## config.mk

```make
export PLATFORM = sky130hd
export DESIGN_NAME = vga_line_fetch
export DESIGN_NICKNAME = d
export VERILOG_FILES = /design/src/rtl/vga_line_fetch.sv
export SDC_FILE = /design/constraint.sdc
export NUM_CORES = 1
export LEC_CHECK = 0
export BUFFER_PORTS_ARGS = -buffer_cell sky130_fd_sc_hd__clkbuf_2
export CAP_MARGIN = 10
export CORE_MARGIN = 1
export CORE_UTILIZATION = 50
export DETAILED_ROUTE_END_ITERATION = 6
export PLACE_DENSITY = 0.85
export RECOVER_POWER = 100
export SLEW_MARGIN = 30
export SYNTH_ARGS = -nofsm -noshare
export SYNTH_HDL_FRONTEND = slang
export SYNTH_SLANG_ARGS = --single-unit
export TNS_END_PERCENT = 30
```

## constraint.sdc

```tcl
create_clock -name sys_clk -period 3.3 [get_ports sys_clk]
set_input_delay 0.165 -clock sys_clk [delete_from_list [all_inputs] [get_ports sys_clk]]
set_output_delay 0.165 -clock sys_clk [all_outputs]
set_load 0.02 [all_outputs]
```

## src/rtl/vga_line_fetch.sv

```systemverilog
// Memory-side line fetcher for VGA scan-out: turns a pixel-domain line request into burst reads
// and writes the returned pixels into line buffer A or B. Optional overrun counter: VGA_FETCH_OVERRUN_CNT_EN.
module vga_line_fetch #(
  parameter int ADDR_W           = 24,
  parameter int BURST_LEN        = 128,
  parameter int LINE_STRIDE_LOG2 = 10
) (
  input  logic              sys_clk,
  input  logic              sys_rst,
  input  logic              vga_mode,
  input  logic [ADDR_W-1:0] frame_base,
  input  logic              read_buff_req,
  input  logic              read_buff_A_B,
  input  logic [9:0]        read_buff_addr,
  output logic              mem_rd_req,
  output logic [ADDR_W-1:0] mem_rd_addr,
  input  logic              mem_rd_ack,
  input  logic              mem_rd_valid,
  input  logic [15:0]       mem_rd_data,
  output logic              buff_wr_en_A,
  output logic              buff_wr_en_B,
  output logic [9:0]        buff_wr_addr,
  output logic [15:0]       buff_wr_data,
  output logic              busy,
  output logic              line_done,
`ifdef VGA_FETCH_OVERRUN_CNT_EN
  input  logic              overrun_clr,
  output logic [15:0]       overrun_cnt,
`endif
  output logic              overrun
);

  localparam int NB_640    = 640 / BURST_LEN;
  localparam int NB_1024   = 1024 / BURST_LEN;
  localparam int WORD_W    = $clog2(BURST_LEN + 1);
  localparam int BCNT_W    = $clog2(NB_1024 + 1);

  typedef enum logic [1:0] {IDLE, REQ, DATA, DONE} state_t;

  state_t              state_reg;
  logic                req_s1_reg, req_s2_reg, req_s3_reg;
  logic                mode_s1_reg, mode_s2_reg;
  logic                tgt_reg;
  logic [ADDR_W-1:0]   line_addr_reg;
  logic [9:0]          x_reg;
  logic [WORD_W-1:0]   word_cnt_reg;
  logic [BCNT_W-1:0]   burst_cnt_reg;
  logic [BCNT_W-1:0]   nbursts_reg;
  logic                mem_rd_req_reg;
  logic [ADDR_W-1:0]   mem_rd_addr_reg;
  logic [1:0]          wr_en_reg;
  logic [9:0]          wr_addr_reg;
  logic [15:0]         wr_data_reg;
  logic                line_done_reg;
  logic                overrun_reg;

  logic                req_edge;
  logic [ADDR_W-1:0]   accept_addr;

  assign req_edge    = req_s2_reg & ~req_s3_reg;
  // Wrap past the top of the address space is intentional and silent.
  assign accept_addr = frame_base + (ADDR_W'(read_buff_addr) << LINE_STRIDE_LOG2);

  always_ff @(posedge sys_clk or posedge sys_rst) begin
    if (sys_rst) begin
      state_reg       <= IDLE;
      req_s1_reg      <= 1'b0;
      req_s2_reg      <= 1'b0;
      req_s3_reg      <= 1'b0;
      mode_s1_reg     <= 1'b0;
      mode_s2_reg     <= 1'b0;
      tgt_reg         <= 1'b0;
      line_addr_reg   <= '0;
      x_reg           <= '0;
      word_cnt_reg    <= '0;
      burst_cnt_reg   <= '0;
      nbursts_reg     <= '0;
      mem_rd_req_reg  <= 1'b0;
      mem_rd_addr_reg <= '0;
      wr_en_reg       <= 2'b00;
      wr_addr_reg     <= '0;
      wr_data_reg     <= '0;
      line_done_reg   <= 1'b0;
      overrun_reg     <= 1'b0;
    end else begin
      req_s1_reg    <= read_buff_req;
      req_s2_reg    <= req_s1_reg;
      req_s3_reg    <= req_s2_reg;
      mode_s1_reg   <= vga_mode;
      mode_s2_reg   <= mode_s1_reg;
      wr_en_reg     <= 2'b00;
      line_done_reg <= 1'b0;
      overrun_reg   <= req_edge && (state_reg != IDLE);

      case (state_reg)
        IDLE: begin
          if (req_edge) begin
            tgt_reg         <= read_buff_A_B;
            line_addr_reg   <= accept_addr;
            mem_rd_addr_reg <= accept_addr;
            nbursts_reg     <= mode_s2_reg ? BCNT_W'(NB_1024) : BCNT_W'(NB_640);
            x_reg           <= '0;
            burst_cnt_reg   <= '0;
            mem_rd_req_reg  <= 1'b1;
            state_reg       <= REQ;
          end
        end
        REQ: begin
          if (mem_rd_ack) begin
            mem_rd_req_reg <= 1'b0;
            word_cnt_reg   <= '0;
            state_reg      <= DATA;
          end
        end
        DATA: begin
          if (mem_rd_valid) begin
            wr_en_reg    <= tgt_reg ? 2'b10 : 2'b01;
            wr_addr_reg  <= x_reg;
            wr_data_reg  <= mem_rd_data;
            x_reg        <= x_reg + 10'd1;
            word_cnt_reg <= word_cnt_reg + WORD_W'(1);
            if (word_cnt_reg == WORD_W'(BURST_LEN - 1)) begin
              burst_cnt_reg <= burst_cnt_reg + BCNT_W'(1);
              if (burst_cnt_reg == nbursts_reg - BCNT_W'(1)) begin
                state_reg <= DONE;
              end else begin
                mem_rd_req_reg  <= 1'b1;
                mem_rd_addr_reg <= line_addr_reg + ADDR_W'(x_reg) + ADDR_W'(1);
                state_reg       <= REQ;
              end
            end
          end
        end
        DONE: begin
          line_done_reg <= 1'b1;
          state_reg     <= IDLE;
        end
        default: state_reg <= IDLE;
      endcase
    end
  end

`ifdef VGA_FETCH_OVERRUN_CNT_EN
  logic [15:0] overrun_cnt_reg;

  always_ff @(posedge sys_clk or posedge sys_rst) begin
    if (sys_rst) begin
      overrun_cnt_reg <= '0;
    end else if (overrun_clr) begin
      overrun_cnt_reg <= '0;
    end else if (overrun_reg && (overrun_cnt_reg != 16'hFFFF)) begin
      overrun_cnt_reg <= overrun_cnt_reg + 16'd1;
    end
  end

  assign overrun_cnt = overrun_cnt_reg;
`endif

  assign mem_rd_req   = mem_rd_req_reg;
  assign mem_rd_addr  = mem_rd_addr_reg;
  assign buff_wr_en_A = wr_en_reg[0];
  assign buff_wr_en_B = wr_en_reg[1];
  assign buff_wr_addr = wr_addr_reg;
  assign buff_wr_data = wr_data_reg;
  assign busy         = (state_reg != IDLE);
  assign line_done    = line_done_reg;
  assign overrun      = overrun_reg;

endmodule
```

==> Yosys cells after proc, flatten, opt, wreduce, memory -nomap -nowiden <==
Index checks and enable logic that the tools add are counted.
{ "classes": {"n_addsub": 7, "n_eq_ne": 10, "muxes": 32, "bitwise_logic": 2, "reduce_logical": 14} }
{ "op_table": {"columns": ["operator", "n"], "rows": [
  ["24-bit 2-to-1 mux", 4],
  ["24-bit case mux with 2 select lines", 1],
  ["24-bit by 1-bit adder with 24-bit output, second input constant", 1],
  ["24-bit by 10-bit adder with 24-bit output", 1],
  ["24-bit by 20-bit adder with 24-bit output", 1],
  ["10-bit 2-to-1 mux", 2],
  ["10-bit case mux with 2 select lines", 1],
  ["2-bit 2-to-1 mux", 8],
  ["4-bit 2-to-1 mux", 4],
  ["8-bit 2-to-1 mux", 2],
  ["8-bit case mux with 2 select lines", 1],
  ["10-bit by 1-bit adder with 10-bit output, second input constant", 1],
  ["2-bit != test, second input constant", 5],
  ["8-bit by 1-bit adder with 8-bit output, second input constant", 1],
  ["8-bit by 7-bit == test with 1-bit output, second input constant", 1],
  ["2-bit case mux with 4 select lines", 1],
  ["4-bit case mux with 2 select lines", 1],
  ["4-bit AND reduction", 2],
  ["1-bit 2-to-1 mux", 6],
  ["3-bit AND reduction", 2],
  ["6-bit AND reduction", 1],
  ["2-bit nonzero test", 3],
  ["5-bit AND reduction", 1],
  ["4-bit by 1-bit adder with 4-bit output, second input constant", 1],
  ["11 further kinds", 13]
]} }
{ "totals": {"reg_bits": 113, "input_bits": 57, "output_inout_bits": 56, "wordCells": 84} }

==> Longest topological paths before layout <==
Gate-level depths: netlist of the first run.
{ "depth": {"depth_word": 6, "mapped_depth": 9, "depth_no_buf": 9} }

==> Least setup slack after synthesis of the first run <==
OpenSTA, ideal clock, no wires.
{ "synth_timing": {"path_type": "register -> register", "start": "register x_reg[0]", "end": "register mem_rd_addr_reg[20] (netlist: mem_rd_addr[20])", "setup_ns": 0.126, "arrival_time_ns": 2.190, "required_time_ns": 3.174, "path_slack_ns": 0.984, "path_stages_with_launch": 10, "path_buffers": 0, "period_less_slack_ns": 2.316, "path_cell_list": "dfrtp_1 > inv_1 > ha_1 > fa_1 > nor2b_4 > o31a_1 > o2111ai_4 > a211oi_1 > xor2_1 > a221o_1"} }
{ "synth_between": {"elab_chain_len": 6} }
{ "synth_rtl": {"columns": ["item", "line_no", "rtl"], "rows": [
  ["start, declared", "45", "logic [9:0] x_reg;"],
  ["start signal, assigned", "120", "x_reg <= x_reg + 10'd1;"],
  ["24-bit by 10-bit adder with 24-bit output", "128", "mem_rd_addr_reg <= line_addr_reg + ADDR_W'(x_reg) + ADDR_W'(1);"],
  ["24-bit by 1-bit adder with 24-bit output", "128", null],
  ["24-bit 2-to-1 mux", "124", "if (burst_cnt_reg == nbursts_reg - BCNT_W'(1)) begin"],
  ["24-bit 2-to-1 mux", "122", "if (word_cnt_reg == WORD_W'(BURST_LEN - 1)) begin"],
  ["24-bit 2-to-1 mux", "116", "if (mem_rd_valid) begin"],
  ["24-bit case mux with 2 select lines", "95", "case (state_reg)"],
  ["end signal, assigned", "100", "mem_rd_addr_reg <= accept_addr;"],
  ["end signal, assigned", "128", null],
  ["end, declared", "50", "logic [ADDR_W-1:0] mem_rd_addr_reg;"]
]} }
No other way between the ends. The select of a mux whose other input is x is not followed.
A chain may end at the register's enable or synchronous reset.

==> Worst setup path after layout of the first run <==
{ "layout_timing": {"start": "register x_reg[0]", "end": "register mem_rd_addr_reg[12] (netlist: mem_rd_addr[12])"} }
Same word-level chain as after synthesis.

==> reports/results.tsv, run 1 <==
metric	value	unit
status	finished, violations left	
violations	max-capacitance violations, max-slew violations	
yosysTopAreaCellShare	0.477	
ys_seq_area_frac	0.477	
synth_warnings	0	
hp-class	primary input to flip-flop	
synth_largest_area_cell	dfrtp_1	
synth_edf_count	0	
cp.arrival	3060	ps
synth.avg_cell_area	9.30	um2
end_kind	flip-flop	
p_sw	2.18	mW
setup_tns	0	ps
cts_resized	0	
place.gp.congestion	0.904	
dp_slack	712	ps
power	5.31	mW
p_int	3.13	mW
drive_above_1_share	0.117	
hold_ws	4.28	ps
root_buffer	clkbuf_16	
ir_drop	0.489	mV
startpoint	x_reg[0]$_DFFE_PP0P_	
reg2reg_slack	430	ps
min_path_cells	3	
synth.top_cells.by_area	dfrtp_1 (48%), nand2_1 (10%), ha_1 (4.9%), o21ai_0 (3.3%), xnor2_1 (2.9%)	
synth_ff_type	dfrtp_1	
async_flop_share	1.00	
worstHoldStart	mem_rd_data[5]	
io_buffers	112	
combPwrFrac	0.383	
drtIter0Drc	414	
post-route-drc-count	0	
postSynthCellCount	627	
crit_path_max_incr_delay	590	ps
finalWirelength	13900	um
syn2layout_area_growth	15.6	%
critPathRequiredTime	3490	ps
final_cell_count_no_fill	887	
worstSetupPathType	flip-flop to flip-flop	
ys_ff_latch	111	
cts.sinks	111	
synth_cell_types	65	
worstReg2RegStart	x_reg[0]$_DFFE_PP0P_	
p_leak	3.24	nW
tightest_slew	1770	ps
pwr-share-clk	0.202	
antenna_found_initial	0	
setup_viol	0	
overflow	0	
finClkSkew	10.0	ps
vias	5022	
core_area	11400	um2
placed_area	6530	um2
cp_cell_sequence	inv_1 > ha_1 > fa_1 > nor2b_4 > o31a_1 > o2111ai_1 > a2111oi_0 > a41o_1 > o31ai_1	
fin_crit_sh	0.869	
fmax	349	MHz
fin_nets	821	
cts_htree_levels	3	
grt_start_max_net_pins	43	
reg2reg_to	mem_rd_addr[12]$_DFFE_PP0P_	
clkSlewWorstSetupHoldPaths	80	ps
first_pass_iters	6	
num_io_pins	113	
vias_per_cell	5.66	
postLayoutCoreUtil	0.593	
period_needed	2870	ps
max-slew-margin-rel	-0.187	
cts_made_buffers	9	
layout_setup_ws	432	ps
powerDensity	788	nW/um2
rows	39	
synth_most_common_cell	nand2_1	
wl_per_cell	15.6	um
cts_tree	yes	
drv_cap	1	
critPathSlowestCell	a2111oi_0	
ant_nets	0	
final_max_slew_viol_count	43	
hold_path_end	buff_wr_data[5]$_DFFE_PP0P_	
die_w	110	um
hpwl	9870	um
track_usage	0.249	
cp_max_fo	9	
rsz0062_at_grt	false	
place_inst	866	
die_y	110	um
fillers	1008	
antenna_cells	0	
initial_core_util	0.513	
hold_viol_final	0	
syn_area	5830	um2
clock_latency	350	ps
dieArea	12100	um2
seqPwrFrac	0.415	
grt_pass1_vias	4925	
grt_pass1_wl	23000	um
r2r_cells	9	
switching_share	0.411	
cts_buffer_depth	2	
synth_nets	709	
synthTopCellsByCount	nand2_1 (161), dfrtp_1 (111), nor2_1 (42), o21ai_0 (39), a21oi_1 (31)	
finalInstanceArea	6740	um2
start_kind	flip-flop	
[worst max-delay path: cells and delay by family (launching register included)]
kind                     cells  cell delay, ps
flip-flops                   1             390
AO/OA/AOI/OAI                5            1420
AND/OR/NAND/NOR              1             160
adder cells (fa/ha/maj)      2             660
buffers and inverters        1              90
[worst max-delay path by stage]
stage | end | slack, ps
2_1_floorplan | buff_wr_addr[0]$_DFFE_PP0P_ | 200
3_5_place_dp | mem_rd_addr[12]$_DFFE_PP0P_ | 710
6_report | mem_rd_addr[12]$_DFFE_PP0P_ | 430
3_3_place_gp | mem_rd_addr[20]$_DFFE_PP0P_ | 860
4_1_cts | mem_rd_addr[12]$_DFFE_PP0P_ | 670
5_1_grt | mem_rd_addr[12]$_DFFE_PP0P_ | 310
[cell type report]
| class | count | area, um2 | share of cell area |
|---|---|---|---|
| Sequential cell | 111 | 2780 | 0.412 |
| Inverter | 14 | 53.8 | 0.00799 |
| Timing Repair Buffer | 125 | 583 | 0.0865 |
| Clock inverter | 5 | 57.6 | 0.00854 |
| Clock buffer | 11 | 233 | 0.0345 |
| Multi-Input combinational cell | 478 | 2850 | 0.424 |
| Tap cell | 143 | 179 | 0.0266 |
[layout by cell type (no fill, tap or decap), types with 3 or more instances in the layout]
| cell type | instances |
|---|---|
| and2_1 | 3 |
| or3_1 | 3 |
| ha_1 | 23 |
| xor2_1 | 17 |
| clkbuf_1 | 62 |
| o21ai_0 | 39 |
| o21bai_1 | 3 |
| a211oi_1 | 11 |
| and3_1 | 8 |
| a22o_1 | 3 |
| buf_4 | 3 |
| mux2i_1 | 3 |
| dfrtp_1 | 111 |
| a21o_1 | 9 |
| nor3_1 | 8 |
| nand2b_1 | 7 |
| xnor2_1 | 19 |
| nand4_1 | 11 |
| o21a_1 | 4 |
| nand2_1 | 162 |
| a2bb2oi_1 | 3 |
| o211ai_1 | 8 |
| inv_1 | 13 |
| nor2_1 | 42 |
| a31oi_1 | 3 |
| clkbuf_2 | 57 |
| clkbuf_16 | 9 |
| a21oi_1 | 31 |
| nand3_1 | 12 |
| nor2b_1 | 4 |
| dlygate4sd3_1 | 5 |
[routing by layer]
| layer | vias to the layer above | wire (um) | global-route usage |
|---|---|---|---|
| met5 | - | 0 | 0 |
| met4 | 0 | 237 | 0.114 |
| met3 | 18 | 609 | 0.0516 |
| met2 | 144 | 7140 | 0.425 |
| met1 | 2464 | 5880 | 0.302 |
| li1 | 2396 | - | - |
[what timing repair did]
| action | CTS | global route |
|---|---|---|
| setup endpoints to repair | 0 | 0 |
| hold endpoints to repair | 44 | 0 |
| setup buffers | 0 | 0 |
| hold buffers | 5 | 0 |
[logic make-up (layout without fill, tap and decap cells)]
logic type,Yosys count,in the layout,share of synthesized area
and+or+nand+nor,273,273,0.208
xor gates and xnor gates,37,37,0.0582
buffers and inverters,38,155,0.0268
AOI/OAI and AO/OA,139,139,0.167
muxes,4,4,0.00708
DFF,111,111,0.477
adders and majority gates,25,25,0.0562
[power groups by stage]
stage / clock network [mW] / logic [mW] / registers, mW
final: 1.08 / 2.03 / 2.20
after global routing: 1.15 / 2.27 / 2.25
after CTS: 1.09 / 2.15 / 2.20
after detailed placement: 0 / 2.13 / 2.22
after global placement: 0 / 2.03 / 2.19
after floorplan: 0 / 1.19 / 2.45
Power figures use the tool's default switching activity.
==> run 2: changes to the inputs <==
Settings changed: CELL_PAD_IN_SITES_DETAIL_PLACEMENT from default to 1, CELL_PAD_IN_SITES_GLOBAL_PLACEMENT from default to 2, CORE_UTILIZATION 50 to 31, PLACE_DENSITY 0.85 to 0.86.
==> run 2 against run 1 <==
Compared with the run above:
- the flow finishes with violations (design-rule violations, max-capacitance violations, max-slew violations)
- cell count up 10%
- via count down 1.5%
- die area up 60%
- core utilization down 21 points
- sequential share of layout area down 1.1 points
- critical path depth down 3
- clock-buffer cell count down 1
- total power up 1.7%
- critical endpoint is now mem_rd_addr[23]$_DFFE_PP0P_
==> reports/results.tsv, run 2 (synthesis results as in run 1) <==
metric	value	unit	change
status	finished, violations left		
violations	design-rule violations, max-capacitance violations, max-slew violations		
die_y	139	um	+27%
wl_per_cell	16.8	um	+7.7%
antenna_found_initial	0		unchanged
place.gp.congestion	0.851		-5.8%
layout_common_cells	nand2_1 (162), dfrtp_1 (111), clkbuf_1 (59)		
place_inst	951		+9.8%
final_cell_count_no_fill	977		+10%
final_max_slew_viol_count	123		+190%
num_io_pins	113		unchanged
startpoint	state_reg[0]$_DFFE_PP0P_		
rows	49		+26%
clock_latency	350	ps	about the same
cts.sinks	111		unchanged
die_w	139	um	+27%
p_leak	3.27	nW	+0.93%
first_pass_iters	6		unchanged
final_common_cell	nand2_1		
drive_above_1_share	0.119		+0.00205
initial_core_util	0.320		-0.193
r2r_cells	6		-3
reg2reg_slack	490	ps	+50 ps
worstHoldStart	mem_rd_data[7]		
setup_tns	0	ps	unchanged
finClkSkew	7.47	ps	-2.56 ps
tightest_slew	2150	ps	+382 ps
start_kind	flip-flop		
final-seq-area	2780	um2	unchanged
grt_pass1_vias	5357		+8.8%
vias_per_cell	5.06		-11%
dieArea	19400	um2	+60%
clkSlewWorstSetupHoldPaths	80	ps	about the same
vias	4948		-1.5%
overflow	0		unchanged
ant_nets	0		unchanged
reg2reg_to	mem_rd_addr[23]$_DFFE_PP0P_		
ctsHoldBuffers	10		+5
grt_start_max_net_pins	67		+56%
core_area	18200	um2	+60%
powerDensity	779	nW/um2	-1.2%
fmax	355	MHz	+1.9%
hold_viol_final	0		unchanged
postCtsSetupBuffers	0		unchanged
hold_ws	12.5	ps	+8.18 ps
post-route-drc-count	8		+8
max-slew-margin-rel	-0.443		-0.256
setup.worst_path.end	mem_rd_addr[23]$_DFFE_PP0P_		
cts_buffer_depth	2		unchanged
worstSetupPathType	flip-flop to flip-flop		
drtIter0Drc	176		-57%
grt_pass1_wl	27800	um	+21%
end_kind	flip-flop		
cts_htree_levels	3		unchanged
root_buffer	clkbuf_16		
io_buffers	112		unchanged
rsz0062_at_grt	false		
setup_viol	0		unchanged
cts_made_buffers	9		unchanged
fillers	2172		+120%
syn2layout_area_growth	18.9	%	
worstReg2RegStart	state_reg[0]$_DFFE_PP0P_		
fin_crit_sh	0.853		-0.0162
antenna_cells	0		unchanged
finalWirelength	16500	um	+19%
period_needed	2810	ps	-53.3 ps
multi_input_area	2860	um2	+0.31%
hpwl	11900	um	+20%
critPathRequiredTime	3580	ps	+90 ps
ir_drop	0.334	mV	-32%
hp-class	primary input to flip-flop		
power	5.40	mW	+1.7%
cts_tree	yes		
cp.arrival	3090	ps	+30 ps
cts_resized	0		unchanged
fin_nets	825		+0.49%
drv_cap	3		+2
cp_max_fo	40		+31
track_usage	0.180		-0.0695
==> run 2: worst max-delay path, stage by stage (launching register included) <==
cell	delay, ps
dfrtp_1	450
or2_0	330
or2_1	820
or4_1	760
o211ai_1	200
nor2_1	100
o211ai_2	60
==> run 2: per-layer routing <==
metal	part of all wire	global-route usage	wire length [um]	up-vias
li1	-	-	-	2400
met3	0.023	0.0356	383	17
met4	0.016	0.0450	261	0
met5	0	0	0	-
met1	0.46	0.224	7600	2454
met2	0.50	0.318	8210	77
==> run 2: power by group <==
| part | internal [mW] | switching [mW] | leakage, nW |
|---|---|---|---|
| Sequential | 1.83 | 0.375 | 1.42 |
| Combinational | 0.708 | 1.35 | 1.70 |
| Clock | 0.615 | 0.528 | 0.149 |
==> run 2: worst min-delay path by stage <==
stage / to / slack, ps / depth (start not counted)
detailed placement: buff_wr_data[10]$_DFFE_PP0P_ / 280 / 2
global route: buff_wr_data[7]$_DFFE_PP0P_ / 6 / 3
CTS: buff_wr_data[10]$_DFFE_PP0P_ / 2 / 3
floorplan: mode_s1_reg$_DFF_PP0_ / 200 / 0
global placement: buff_wr_data[10]$_DFFE_PP0P_ / 260 / 2
finish: buff_wr_data[7]$_DFFE_PP0P_ / 10 / 3
==> run 2: cell type report <==
cell class,instances,share of cell area
Inverter,14,0.00776
Sequential cell,111,0.401
Timing Repair Buffer,129,0.0926
Clock inverter,6,0.00993
Clock buffer,10,0.0345
Multi-Input combinational cell,478,0.413
Tap cell,229,0.0413
==> run 2: stage by stage <==
step                 util  worst slack, ps  instance area [um2]
floorplan               -              204                 5830
global placement    0.365              824                 6650
detailed placement  0.365              699                 6650
CTS                 0.387              682                 7050
global route        0.381              340                 6930
finish              0.381              486                 6930
==> run 3: changes to the inputs <==
--- a/config.mk
+++ b/config.mk
@@ -13,2 +13,3 @@
 export CORE_UTILIZATION = 31
+export CTS_CLUSTER_DIAMETER = 100
 export DETAILED_ROUTE_END_ITERATION = 6
==> constraint.sdc (replaced) <==
create_clock -name sys_clk -period 3.3 [get_ports sys_clk]
set_input_delay 0 -clock sys_clk [delete_from_list [all_inputs] [get_ports sys_clk]]
set_output_delay 0 -clock sys_clk [all_outputs]
set_load 0.02 [all_outputs]
==> run 3 against run 2 <==
Compared with the run above:
- the run still ends with design-rule violations, max-capacitance violations, max-slew violations left
- sequential share of layout area down 1.0 points
- sequential power hardly changed
- non-clock buffer count is 21 higher
- critical path depth grew 1
==> reports/results.tsv, run 3 (synthesis results as in run 1) <==
metric	value	unit	change
cts_buffer_depth	2		unchanged
vias	5124		+3.6%
io_buffers	112		unchanged
antenna_found_initial	0		unchanged
setup_tns	0	ps	unchanged
tightest_slew	1540	ps	-611 ps
pwr-share-clk	0.207		-0.005
place_inst	951		unchanged
syn2layout_area_growth	22.0	%	
status	finished, violations left		
max-slew-margin-rel	-0.0272		+0.415
clock_latency	360	ps	about the same
ir_drop	0.293	mV	-12%
p_int	3.19	mW	+1.2%
fin_nets	846		+2.5%
hp-class	primary input to flip-flop		
critPathRequiredTime	3530	ps	-50 ps
finalInstanceArea	7110	um2	+2.6%
cts.sinks	111		unchanged
layout_common_cells	nand2_1 (162), dfrtp_1 (111), clkbuf_1 (61)		
grt_pass1_vias	5556		+3.7%
end_kind	flip-flop		
initial_core_util	0.320		unchanged
final_cell_count_no_fill	997		+2.0%
dieArea	19400	um2	unchanged
drive_above_1_share	0.115		-0.00440
worstSetupPathType	flip-flop to flip-flop		
dp_slack	724	ps	+24.6 ps
fin_crit_sh	0.858		+0.00481
rows	49		unchanged
post-route-drc-count	8		unchanged
fillers	2153		-0.87%
combPwrFrac	0.387		+0.006
place.gp.congestion	0.832		-2.3%
powerDensity	765	nW/um2	-1.8%
period_needed	2830	ps	+15.9 ps
finalWirelength	16800	um	+2.2%
p_leak	3.36	nW	+2.8%
p_sw	2.25	mW	+0.12%
cp.arrival	3060	ps	-30 ps
switching_share	0.414		-0.00261
violations	design-rule violations, max-capacitance violations, max-slew violations		
track_usage	0.179		-0.000265
multi_input_area	2860	um2	-0.13%
hold_viol_final	0		unchanged
cp_max_fo	8		-80%
hpwl	12000	um	+0.82%
layout_setup_ws	470	ps	-15.9 ps
wl_met3	589	um	+54%
ant_nets	0		unchanged
grt_start_max_net_pins	65		-3.0%
die_y	139	um	unchanged
rsz0062_at_grt	false		
wl_met2	8820	um	+7.5%
start_kind	flip-flop		
placed_area	6650	um2	unchanged
cts_made_buffers	9		unchanged
num_io_pins	113		unchanged
core_area	18200	um2	unchanged
finClkSkew	8.76	ps	+1.29 ps
drv_cap	1		-2
cts_htree_levels	3		unchanged
first_pass_iters	6		unchanged
root_buffer	clkbuf_16		
final_max_slew_viol_count	36		-71%
fmax	353	MHz	-0.56%
wl_per_cell	16.9	um	+0.11%
final_common_cell	nand2_1		
overflow	0		unchanged
die_w	139	um	unchanged
met1Wirelength	7070	um	-7.0%
vias_per_cell	5.14		+1.5%
antenna_cells	0		unchanged
final-seq-area	2780	um2	unchanged
clkSlewWorstSetupHoldPaths	70	ps	about the same
cts_tree	yes		
drtIter0Drc	304		+73%
top_layer	met4		
grt_pass1_wl	27700	um	-0.34%
seqPwrFrac	0.406		-0.002
setup_viol	0		unchanged
==> run 3: cell types whose count changed in the layout (fill, tap and decap cells not counted), sizes merged <==
cell / delta
buf: -1
clkbuf: +3
clkinv: -2
clkinvlp: -1
dlygate4sd3: +21
==> run 3: worst max-delay path, cell delays in order (launching register included) <==
cell and delay, ps:
dfrtp_1 430, ha_1 420, a21oi_1 170, o21ai_0 120
o21ai_0 870, a2111oi_0 330, xnor2_1 260, o211ai_2 110
==> run 3: path summary, 6_finish.rpt <==
path                                 startpoint                            end  slack (ps)  cells after the start
min                           read_buff_addr[0]  line_addr_reg[10]$_DFFE_PP0P_          10                      4
min in group asynchronous               sys_rst    buff_wr_data[9]$_DFFE_PP0P_         350                      3
max reg2reg                x_reg[6]$_DFFE_PP0P_    mem_rd_addr[23]$_DFFE_PP0P_         470                      7
max in group asynchronous               sys_rst     nbursts_reg[3]$_DFFE_PP0P_        1240                      4
min reg2reg                req_s1_reg$_DFF_PP0_           req_s2_reg$_DFF_PP0_         350                      0
max                        x_reg[6]$_DFFE_PP0P_    mem_rd_addr[23]$_DFFE_PP0P_         470                      7
==> run 3: repair_timing <==
action,in CTS,in global routing
resized for setup,0,0
hold buffers,31,0
setup buffers,0,0
hold endpoints to repair,101,0
==> run 3: cell type report <==
cell class              count  share of cell area
multi-input cells         478               0.402
flip-flops and latches    111               0.391
repair buffers            150               0.118
well taps                 229              0.0403
clock buffers              12              0.0361
inverters                  14             0.00774
clock inverters             3             0.00598
==> run 3: through the flow <==
step	utilization	hold slack, ps	power, mW
2_1_floorplan	-	31.4	3.64
3_3_place_gp	0.365	112	4.31
3_5_place_dp	0.365	113	4.43
4_1_cts	0.398	10.2	5.62
5_1_grt	0.391	41.8	5.82
6_report	0.391	10.2	5.44
==> run 3: metal layers <==
| layer | vias to the layer above | global-route usage |
|---|---|---|
| li1 | 2428 | - |
| met1 | 2567 | 0.211 |
| met2 | 103 | 0.329 |
| met3 | 26 | 0.0283 |
| met4 | 0 | 0.0655 |
| met5 | - | 0 |
==> run 3: power by group through the flow <==
stage	clock [mW]	combinational (mW)	sequential, mW
floorplan	0	1.19	2.45
CTS	1.17	2.24	2.22
detailed placement	0	2.19	2.24
global route	1.20	2.34	2.28
finish	1.13	2.10	2.21
global placement	0	2.10	2.21
